===== config.mk =====
export PLATFORM = sky130hd
export DESIGN_NAME = reset_sequencer
export DESIGN_NICKNAME = d
export VERILOG_FILES = /design/src/rtl/reset_sequencer.sv
export SDC_FILE = /design/constraint.sdc
export NUM_CORES = 1
export LEC_CHECK = 0
export ABC_AREA = 0
export CAP_MARGIN = 15
export CORE_ASPECT_RATIO = 1.25
export CORE_MARGIN = 2
export CORE_UTILIZATION = 35
export CTS_CLUSTER_SIZE = 40
export DETAILED_ROUTE_END_ITERATION = 10
export DONT_BUFFER_PORTS = 1
export GPL_TIMING_DRIVEN = 0
export PLACE_DENSITY = 0.48
export SYNTH_ARGS = -nofsm -noshare
export SYNTH_HDL_FRONTEND = slang
export SYNTH_SLANG_ARGS = --single-unit

===== constraint.sdc =====
create_clock -name Clock -period 3.17 [get_ports Clock]
set_clock_uncertainty 0.15 [all_clocks]
set_input_delay 0.634 -clock Clock [delete_from_list [all_inputs] [get_ports Clock]]
set_output_delay 0.634 -clock Clock [all_outputs]
set_load 0.02 [all_outputs]

===== src/rtl/reset_sequencer.sv =====
// Central reset controller: merges power, PLL lock, debounced tact switch and soft request,
// asserts every domain reset together, holds, then releases domains one at a time in index order.
module reset_sequencer #(
  parameter int unsigned N_DOMAINS       = 4,
  parameter int unsigned HOLD_CYCLES     = 1024,
  parameter int unsigned STAGE_GAP       = 16,
  parameter int unsigned DEBOUNCE_CYCLES = 65536
) (
  input  logic                 Clock,
  input  logic                 nReset,
  input  logic                 Tact,
  input  logic                 PllLocked,
  input  logic                 SoftReq,
  output logic [N_DOMAINS-1:0] DomReset,
  output logic                 Busy,
  output logic [1:0]           Cause
);

  localparam int unsigned HW = (HOLD_CYCLES > 1) ? $clog2(HOLD_CYCLES) : 1;
  localparam int unsigned GW = (STAGE_GAP > 1) ? $clog2(STAGE_GAP) : 1;
  localparam int unsigned DW = $clog2(DEBOUNCE_CYCLES);
  localparam int unsigned IW = (N_DOMAINS > 1) ? $clog2(N_DOMAINS) : 1;

  localparam logic [1:0] CAUSE_PLL  = 2'd1;
  localparam logic [1:0] CAUSE_TACT = 2'd2;
  localparam logic [1:0] CAUSE_SOFT = 2'd3;

  typedef enum logic [1:0] {
    S_WAIT_LOCK = 2'd0,
    S_HOLD      = 2'd1,
    S_RELEASE   = 2'd2,
    S_RUN       = 2'd3
  } state_t;

  logic          tact_s1, tact_s2;
  logic          pll_s1, pll_s2;
  logic [DW-1:0] deb_cnt;
  logic          deb_lvl;
  logic          press;

  state_t         state_q, state_d;
  logic [HW-1:0]  hold_q, hold_d;
  logic [GW-1:0]  gap_q, gap_d;
  logic [IW-1:0]  idx_q, idx_d;
  logic [N_DOMAINS-1:0] dom_d;
  logic [1:0]     cause_d;

  always_ff @(posedge Clock or negedge nReset) begin
    if (!nReset) begin
      tact_s1 <= 1'b0;
      tact_s2 <= 1'b0;
      pll_s1  <= 1'b0;
      pll_s2  <= 1'b0;
    end else begin
      tact_s1 <= Tact;
      tact_s2 <= tact_s1;
      pll_s1  <= PllLocked;
      pll_s2  <= pll_s1;
    end
  end

  always_ff @(posedge Clock or negedge nReset) begin
    if (!nReset) begin
      deb_cnt <= '0;
      deb_lvl <= 1'b0;
    end else if (tact_s2 == deb_lvl) begin
      deb_cnt <= '0;
    end else if (deb_cnt == DW'(DEBOUNCE_CYCLES - 1)) begin
      deb_cnt <= '0;
      deb_lvl <= tact_s2;
    end else begin
      deb_cnt <= deb_cnt + 1'b1;
    end
  end

  // Press is flagged in the same cycle the debounced level is about to rise.
  assign press = tact_s2 & ~deb_lvl & (deb_cnt == DW'(DEBOUNCE_CYCLES - 1));

  always_ff @(posedge Clock or negedge nReset) begin
    if (!nReset) begin
      state_q  <= S_WAIT_LOCK;
      hold_q   <= '0;
      gap_q    <= '0;
      idx_q    <= '0;
      DomReset <= '1;
      Busy     <= 1'b1;
      Cause    <= 2'd0;
    end else begin
      state_q  <= state_d;
      hold_q   <= hold_d;
      gap_q    <= gap_d;
      idx_q    <= idx_d;
      DomReset <= dom_d;
      Busy     <= |dom_d;
      Cause    <= cause_d;
    end
  end

  always_comb begin
    state_d = state_q;
    hold_d  = hold_q;
    gap_d   = gap_q;
    idx_d   = idx_q;
    dom_d   = DomReset;
    cause_d = Cause;
    if (state_q != S_WAIT_LOCK && !pll_s2) begin
      state_d = S_WAIT_LOCK;
      hold_d  = '0;
      gap_d   = '0;
      idx_d   = '0;
      dom_d   = '1;
      cause_d = CAUSE_PLL;
    end else if (state_q != S_WAIT_LOCK && (press || SoftReq)) begin
      state_d = S_HOLD;
      hold_d  = '0;
      gap_d   = '0;
      idx_d   = '0;
      dom_d   = '1;
      cause_d = press ? CAUSE_TACT : CAUSE_SOFT;
    end else begin
      case (state_q)
        S_WAIT_LOCK: begin
          dom_d  = '1;
          hold_d = '0;
          if (pll_s2) state_d = S_HOLD;
        end
        S_HOLD: begin
          dom_d = '1;
          if (hold_q == HW'(HOLD_CYCLES - 1)) begin
            state_d = S_RELEASE;
            hold_d  = '0;
            gap_d   = '0;
            idx_d   = '0;
          end else begin
            hold_d = hold_q + 1'b1;
          end
        end
        S_RELEASE: begin
          if (gap_q == GW'(STAGE_GAP - 1)) begin
            gap_d = '0;
            for (int unsigned i = 0; i < N_DOMAINS; i++) begin
              if (idx_q == IW'(i)) dom_d[i] = 1'b0;
            end
            if (idx_q == IW'(N_DOMAINS - 1)) begin
              state_d = S_RUN;
              idx_d   = '0;
            end else begin
              idx_d = idx_q + 1'b1;
            end
          end else begin
            gap_d = gap_q + 1'b1;
          end
        end
        S_RUN: begin
          dom_d = '0;
        end
        default: begin
          state_d = S_WAIT_LOCK;
          dom_d   = '1;
        end
      endcase
    end
  end

endmodule

==> flow_metrics.py, run 1 <==
metrics = {
    "run_status": {
        "status": "finished clean",
    },
    "route": {
        "drtPass1Iterations": 4,
        "initialDrtViolationCount": 125,
        "wl_per_cell_microns": 14.6,
        "drc": 0,
        "avgViaCountPerCell": 5.17,
        "wirelength_microns": 5170,
        "dr_total_vias": 1834,
        "ant_nets": 0,
    },
    "clock_network": {
        "clk_pin_slew_worst_paths_ns": 0.09,
        "ctsResizeCount": 0,
        "numCtsBuffers": 5,
        "cts_buffer_depth": 2,
        "hold_buffers": 1,
        "cts_tree": "done",
        "worstSkewPairLatency_ns": 0.31,
        "cts_setup_buffers": 0,
        "root_buffer": "clkbuf_8",
        "cts_sinks": 46,
        "h-tree-depth": 2,
    },
    "synthesis": {
        "synth_seq_cells": 46,
        "avgSynthCellArea_sq_um": 9.78,
        "synth_adder_area_share_pct": 6.52,
        "synth_compound_area_share_pct": 16.4,
        "synth_top_cell_by_area": "dfrtp_1",
        "ys.flop_type": "dfrtp_1",
        "synth_cell_type_count": 54,
        "synth_top_family_by_area": "simple AND/OR/NAND/NOR gates",
        "async_flop_share_pct": 100,
        "ys_seq_area_share_pct": 46.4,
        "synthMuxAreaShare_pct": 0.903,
        "yosys.area_share.simple_pct": 21.8,
        "synthesis.nets": 273,
        "syn_inst": 255,
        "synth_area_sq_um": 2490,
        "synth.yosys.warnings": 0,
        "synth_edf_count": 0,
        "yosys-top-cells-area": "dfrtp_1 41%, ha_1 6.5%, dfstp_2 5.3%",
        "synth_xor_area_share_pct": 4.57,
        "yosys.area.top_type_share_pct": 41.1,
    },
    "min_path": {
        "worstHoldPathType": "input pin to asynchronous set/reset pin",
    },
    "power": {
        "p_per_area_nw_per_um2": 593,
        "p_total_mw": 1.63,
        "ir_worst_vdd_mv": 0.226,
        "p_leak_nw": 1.15,
    },
    "cells_and_area": {
        "drive_above_1_share_pct": 12.8,
        "area.growth.synth_to_final_pct": 10.4,
        "final_nets": 282,
        "diodes": 0,
    },
    "floorplanning": {
        "io_pins": 12,
        "rows": 34,
        "floorplan.initialDensity_pct": 36.0,
        "die_x_microns": 79.5,
        "core_sq_um": 6930,
        "die_area_sq_um": 7820,
        "die_height_microns": 98.4,
    },
    "worst_setup_path": {
        "cpMaxStageDelayCell": "dfrtp_1",
        "critPathMaxFanout": 10,
        "r2r_slack_ns": 0.80,
        "crit_path_cell_trace": "inv_1 -> ha_1 -> clkbuf_1 -> inv_1 -> o21ai_0 -> o21ba_2 -> buf_4 -> nor2_1 -> a221o_1",
        "startpoint_type": "register",
        "crit_path_end_kind": "register",
        "cp.required_ns": 3.21,
        "arrival_ns": 2.41,
        "reg2reg_depth": 9,
        "cp_common_cell": "inv_1",
        "critPathKind": "register to register",
        "cp_slowest_stage_delay_ns": 0.44,
    },
    "timing": {
        "worst_pin_slew_ns": 0.628,
        "max_slew_margin_pct": 57.9,
        "setup_tns_ns": 0,
        "hold_viol": 0,
        "rsz0062_at_grt": "false",
        "final_max_slew_viol_count": 0,
        "finalSetupViolations": 0,
        "max_freq_ghz": 0.422,
        "period_share_pct": 74.7,
        "fin_crit_ns": 2.37,
    },
    "flow_run": {
        "maxCapViolCount": 0,
    },
    "global_route": {
        "grt-ovfl-total": 0,
        "grt_usage_pct": 14.7,
        "grt_max_degree": 42,
        "antenna_found_initial": 0,
        "grt_pass1_wl_microns": 9100,
        "grt_pass1_vias": 1866,
    },
    "placement": {
        "port_buffers": 0,
        "dpl.hpwl_microns": 3570,
        "gp_congestion": 0.772,
    },
}
## layout by cell type (no fill, tap or decap), types with 3 or more instances in the layout
| cell type | count |
|---|---|
| nand2_1 | 20 |
| nor2_1 | 29 |
| nand2b_1 | 3 |
| xnor2_1 | 9 |
| nand3_1 | 12 |
| o21ai_0 | 16 |
| dfstp_2 | 5 |
| nand4_1 | 6 |
| and3_1 | 5 |
| a31o_2 | 3 |
| xor2_1 | 4 |
| nor3_1 | 6 |
| clkbuf_8 | 5 |
| clkbuf_1 | 4 |
| or3_1 | 5 |
| ha_1 | 13 |
| a21oi_1 | 13 |
| inv_1 | 15 |
| dfrtp_1 | 41 |
## cells by family (layout without fill, tap and decap cells)
family,after synthesis,in the layout
flops,46,46
mux,2,2
xor+xnor,13,13
fa+ha+maj,13,13
buf+inv,21,31
compound gates,59,59
simple gates,101,101
## sequential cells by signal, summed over array words and instances, names as in the netlist, 2 cells and up
register,flops
state_q,2
deb_cnt,16
Cause,2
idx_q,2
gap_q,4
DomReset,4
hold_q,10
## routing by layer
metal | global-route usage (%) | part of all wire [%]
met4 | 4.77 | 1.4
met1 | 17.9 | 45
met5 | 0 | 0
met3 | 3.70 | 2.8
met2 | 25.3 | 51
## layout make-up
cell class | count | area (sq um)
Sequential cell | 46 | 1160
Multi-Input combinational cell | 188 | 1250
Inverter | 15 | 56.3
Tap cell | 90 | 113
Clock inverter | 2 | 37.5
Fill cell | 678 | 4180
Timing Repair Buffer | 2 | 37.5
Clock buffer | 6 | 72.6
Buffer | 6 | 28.8
## where the power goes
| group | switching [mW] | internal (mW) | total, mW | leakage, nW |
|---|---|---|---|---|
| Sequential | 0.0964 | 0.667 | 0.763 | 0.602 |
| Combinational | 0.263 | 0.165 | 0.428 | 0.500 |
| Clock | 0.207 | 0.235 | 0.443 | 0.0514 |
## metrics by stage
| stage | utilization, % | std cells | hold slack [ns] | cell area [sq um] | setup slack [ns] |
|---|---|---|---|---|---|
| after CTS | 39.6 | 354 | 0.00129 | 2740 | 0.809 |
| after floorplan | - | 255 | 0.181 | 2490 | 1.09 |
| after global routing | 39.7 | 355 | 0.00756 | 2750 | 0.559 |
| after global placement | 37.6 | 345 | 0.183 | 2610 | 0.835 |
| final | 39.7 | 355 | 0.00886 | 2750 | 0.802 |
| after detailed placement | 37.6 | 345 | 0.186 | 2610 | 0.842 |
## cell usage after synthesis (3+ instances only)
| cell | instances |
|---|---|
| inv_1 | 15 |
| nand2b_1 | 3 |
| xnor2_1 | 9 |
| nand3_1 | 12 |
| nor2_1 | 29 |
| xor2_1 | 4 |
| or3_1 | 5 |
| ha_1 | 13 |
| nand2_1 | 20 |
| o21ai_0 | 16 |
| a21oi_1 | 13 |
| clkbuf_1 | 3 |
| nor3_1 | 6 |
| dfrtp_1 | 41 |
| dfstp_2 | 5 |
| and3_1 | 5 |
| a31o_2 | 3 |
| nand4_1 | 6 |
## critical path, delay by kind of cell, from the launching register on
kind,cells,cell delay (ns)
flip-flops,1,0.44
AO/OA/AOI/OAI,3,0.69
AND/OR/NAND/NOR,1,0.09
adder cells (fa/ha/maj),1,0.20
buffers and inverters,4,0.66
## path summary, 6_finish.rpt
path	from	to
hold / removal	nReset	gap_q[2]$_DFFE_PN0P_
max in group asynchronous	nReset	Busy$_DFF_PN1_
hold reg to reg	pll_s1$_DFF_PN0_	pll_s2$_DFF_PN0_
min in group Clock	PllLocked	pll_s1$_DFF_PN0_
setup / recovery	state_q[0]$_DFFE_PN0P_	hold_q[3]$_DFFE_PN0P_
setup reg to reg	state_q[0]$_DFFE_PN0P_	hold_q[3]$_DFFE_PN0P_
No activity file was read; power rests on OpenSTA's default activity.
==> inputs of run 2 (changes only) <==
--- a/config.mk
+++ b/config.mk
@@ -14,7 +14,7 @@
 export DETAILED_ROUTE_END_ITERATION = 10
 export DONT_BUFFER_PORTS = 1
 export GPL_TIMING_DRIVEN = 0
-export PLACE_DENSITY = 0.48
+export PLACE_DENSITY = 0.5
 export SYNTH_ARGS = -nofsm -noshare
 export SYNTH_HDL_FRONTEND = slang
 export SYNTH_SLANG_ARGS = --single-unit
==> constraint.sdc (replaced) <==
create_clock -name Clock -period 2 [get_ports Clock]
set_clock_uncertainty 0.15 [all_clocks]
set_input_delay 0.4 -clock Clock [delete_from_list [all_inputs] [get_ports Clock]]
set_output_delay 0.4 -clock Clock [all_outputs]
set_load 0.02 [all_outputs]
==> run 2 against run 1 <==
Against the previous run: fmax is 14% higher; sequential power is 59% higher; critical endpoint is now hold_q[9]$_DFFE_PN0P_; non-clock buffer count is 28 higher; die area stayed put; clock power is 36% higher; the run now ends with setup timing left; sequential share of layout area is 5.4 points lower; flip-flop and latch count stayed put; combinational power is 140% higher.
==> flow_metrics.py, run 2 (synthesized netlist as in run 1, its figures left out) <==
metrics = {
    "clock_network": {
        "cts_sinks": 46,
        "cts_tree": "done",
        "numCtsBuffers": 5,
        "clk_pin_slew_worst_paths_ns": 0.09,
        "cts_buffer_depth": 2,
        "worstSkewPairLatency_ns": 0.31,
        "h-tree-depth": 2,
        "root_buffer": "clkbuf_8",
    },
    "timing": {
        "hold_ws_ns": 0.191,
        "hold_viol": 0,
        "setup_tns_ns": -0.208,
        "finalSetupViolations": 6,
        "worst_slack_ns": -0.0710,
        "worst_pin_slew_ns": 0.465,
        "fin_crit_ns": 2.07,
        "max_freq_ghz": 0.483,
        "rsz0062_at_grt": "true",
        "max_slew_margin_pct": 68.7,
        "period_share_pct": 104,
        "final_max_slew_viol_count": 0,
    },
    "run_status": {
        "status": "finished with violations",
        "violations": "setup timing",
    },
    "worst_setup_path": {
        "critPathKind": "register to register",
        "cp.required_ns": 2.08,
        "arrival_ns": 2.15,
        "startpoint_type": "register",
        "cp.depth": 7,
        "reg2reg_from": "state_q[0]$_DFFE_PN0P_",
        "cp_slowest_stage_delay_ns": 0.60,
        "endpoint": "hold_q[9]$_DFFE_PN0P_",
        "cpMaxStageDelayCell": "or4b_4",
        "crit_start": "state_q[0]$_DFFE_PN0P_",
        "critPathBufInv": 1,
        "critPathMaxFanout": 4,
        "critPathTopFamily": "compound AO/OA/AOI/OAI gates",
        "reg2reg_depth": 7,
        "crit_path_end_kind": "register",
        "r2r_slack_ns": -0.07,
        "crit_path_cell_trace": "inv_2 -> ha_4 -> or4b_4 -> o21bai_4 -> a21oi_2 -> a211o_1 -> o31ai_2",
        "worstReg2RegEnd": "hold_q[9]$_DFFE_PN0P_",
    },
    "placement": {
        "port_buffers": 0,
        "gp_congestion": 0.771,
        "dpl.hpwl_microns": 3590,
    },
    "route": {
        "wl_per_cell_microns": 14.7,
        "ant_nets": 0,
        "wirelength_microns": 5650,
        "drc": 0,
        "avgViaCountPerCell": 5.17,
        "initialDrtViolationCount": 107,
        "dr_total_vias": 1987,
        "drtPass1Iterations": 4,
    },
    "floorplanning": {
        "die_height_microns": 98.4,
        "core_sq_um": 6930,
        "floorplan.initialDensity_pct": 36.0,
        "io_pins": 12,
        "rows": 34,
        "die_x_microns": 79.5,
        "die_area_sq_um": 7820,
    },
    "cells_and_area": {
        "drive_above_1_share_pct": 32.0,
        "multi_input_area_sq_um": 1430,
        "final_nets": 311,
        "fin_util_pct": 45.8,
        "largest_reg_flops": 16,
        "largest_register": "deb_cnt",
        "area.growth.synth_to_final_pct": 27.2,
        "top_regs": "deb_cnt: 16 flops, hold_q: 10 flops",
        "diodes": 0,
        "final_cell_mix": "38 x dfrtp_1, 26 x nor2_1, 26 x buf_4",
        "seq_area_sq_um": 1160,
        "fillers": 675,
        "mostFrequentLayoutCell": "dfrtp_1",
    },
    "flow_run": {
        "maxCapViolCount": 0,
    },
    "min_path": {
        "worstHoldStart": "SoftReq",
        "worstHoldPathType": "input pin to register",
    },
    "power": {
        "ir_worst_vdd_mv": 0.400,
        "p_total_mw": 2.84,
        "p_per_area_nw_per_um2": 894,
        "p_leak_nw": 1.33,
    },
    "global_route": {
        "grt_pass1_vias": 2122,
        "grt-ovfl-total": 0,
        "grt_pass1_wl_microns": 9870,
        "antenna_found_initial": 0,
        "grt_max_degree": 47,
        "grt_usage_pct": 16.0,
    },
}
-- run 2: cell types whose count changed in the layout (fill, tap and decap cells not counted), sizes merged --
cell         delta
dlygate4sd3     +2
clkinv          +1
bufinv          -1
inv             +1
buf            +29
clkbuf          -4
a21oi           +1
-- run 2: stage by stage --
step	std cells	setup WS (ns)	cell area, sq um
floorplan	255	0.0210	2530
global placement	345	-0.288	2640
detailed placement	345	-0.274	2640
CTS	378	-0.116	3040
global route	384	-0.142	3170
finish	384	-0.0710	3170
-- run 2: power by group --
group | total, mW | switching [mW] | leakage (nW) | internal [mW]
registers | 1.21 | 0.152 | 0.598 | 1.06
logic | 1.02 | 0.522 | 0.691 | 0.503
clock network | 0.601 | 0.348 | 0.0447 | 0.253
total | 2.84 | 1.02 | 1.33 | 1.81
-- run 2: worst register-to-register path, cell delays in order, from the launching register on --
cell and delay, ns:
dfrtp_2 0.42, inv_2 0.06, ha_4 0.15, or4b_4 0.60, o21bai_4 0.17, a21oi_2 0.05
a211o_1 0.32, o31ai_2 0.06
-- run 2: worst min path at each step --
stage                             to  slack [ns]  depth (start not counted)
6_report        Cause[1]$_DFFE_PN0P_        0.19                          3
3_5_place_dp   hold_q[4]$_DFFE_PN0P_       -0.04                          0
4_1_cts         Cause[0]$_DFFE_PN0P_        0.18                          2
3_3_place_gp   hold_q[6]$_DFFE_PN0P_       -0.04                          0
5_1_grt             pll_s2$_DFF_PN0_        0.22                          0
2_1_floorplan   Cause[0]$_DFFE_PN0P_       -0.05                          0
-- run 2: metal layers --
layer	wire length (microns)	vias up	track usage, %
met5	0	-	0
met4	96	0	5.57
li1	-	980	-
met1	2460	986	19.0
met2	2960	12	27.9
met3	138	9	3.60
-- run 2: what timing repair did --
item / in CTS / in global routing
gates cloned: 1 / 0
resized for setup: 22 / 29
setup buffers: 21 / 6
endpoints found under the setup margin: 34 / 37
pin swaps: 9 / 13
hold buffers: 4 / 0
hold endpoints to repair: 48 / 0
-- run 2: cell type report --
type	instances	share of cell area [%]
Clock buffer	5	2.17
Tap cell	90	3.55
Multi-Input combinational cell	189	45.1
Timing Repair Buffer	31	8.44
Inverter	15	1.77
Sequential cell	46	36.6
Clock inverter	3	0.789
Buffer	5	1.58
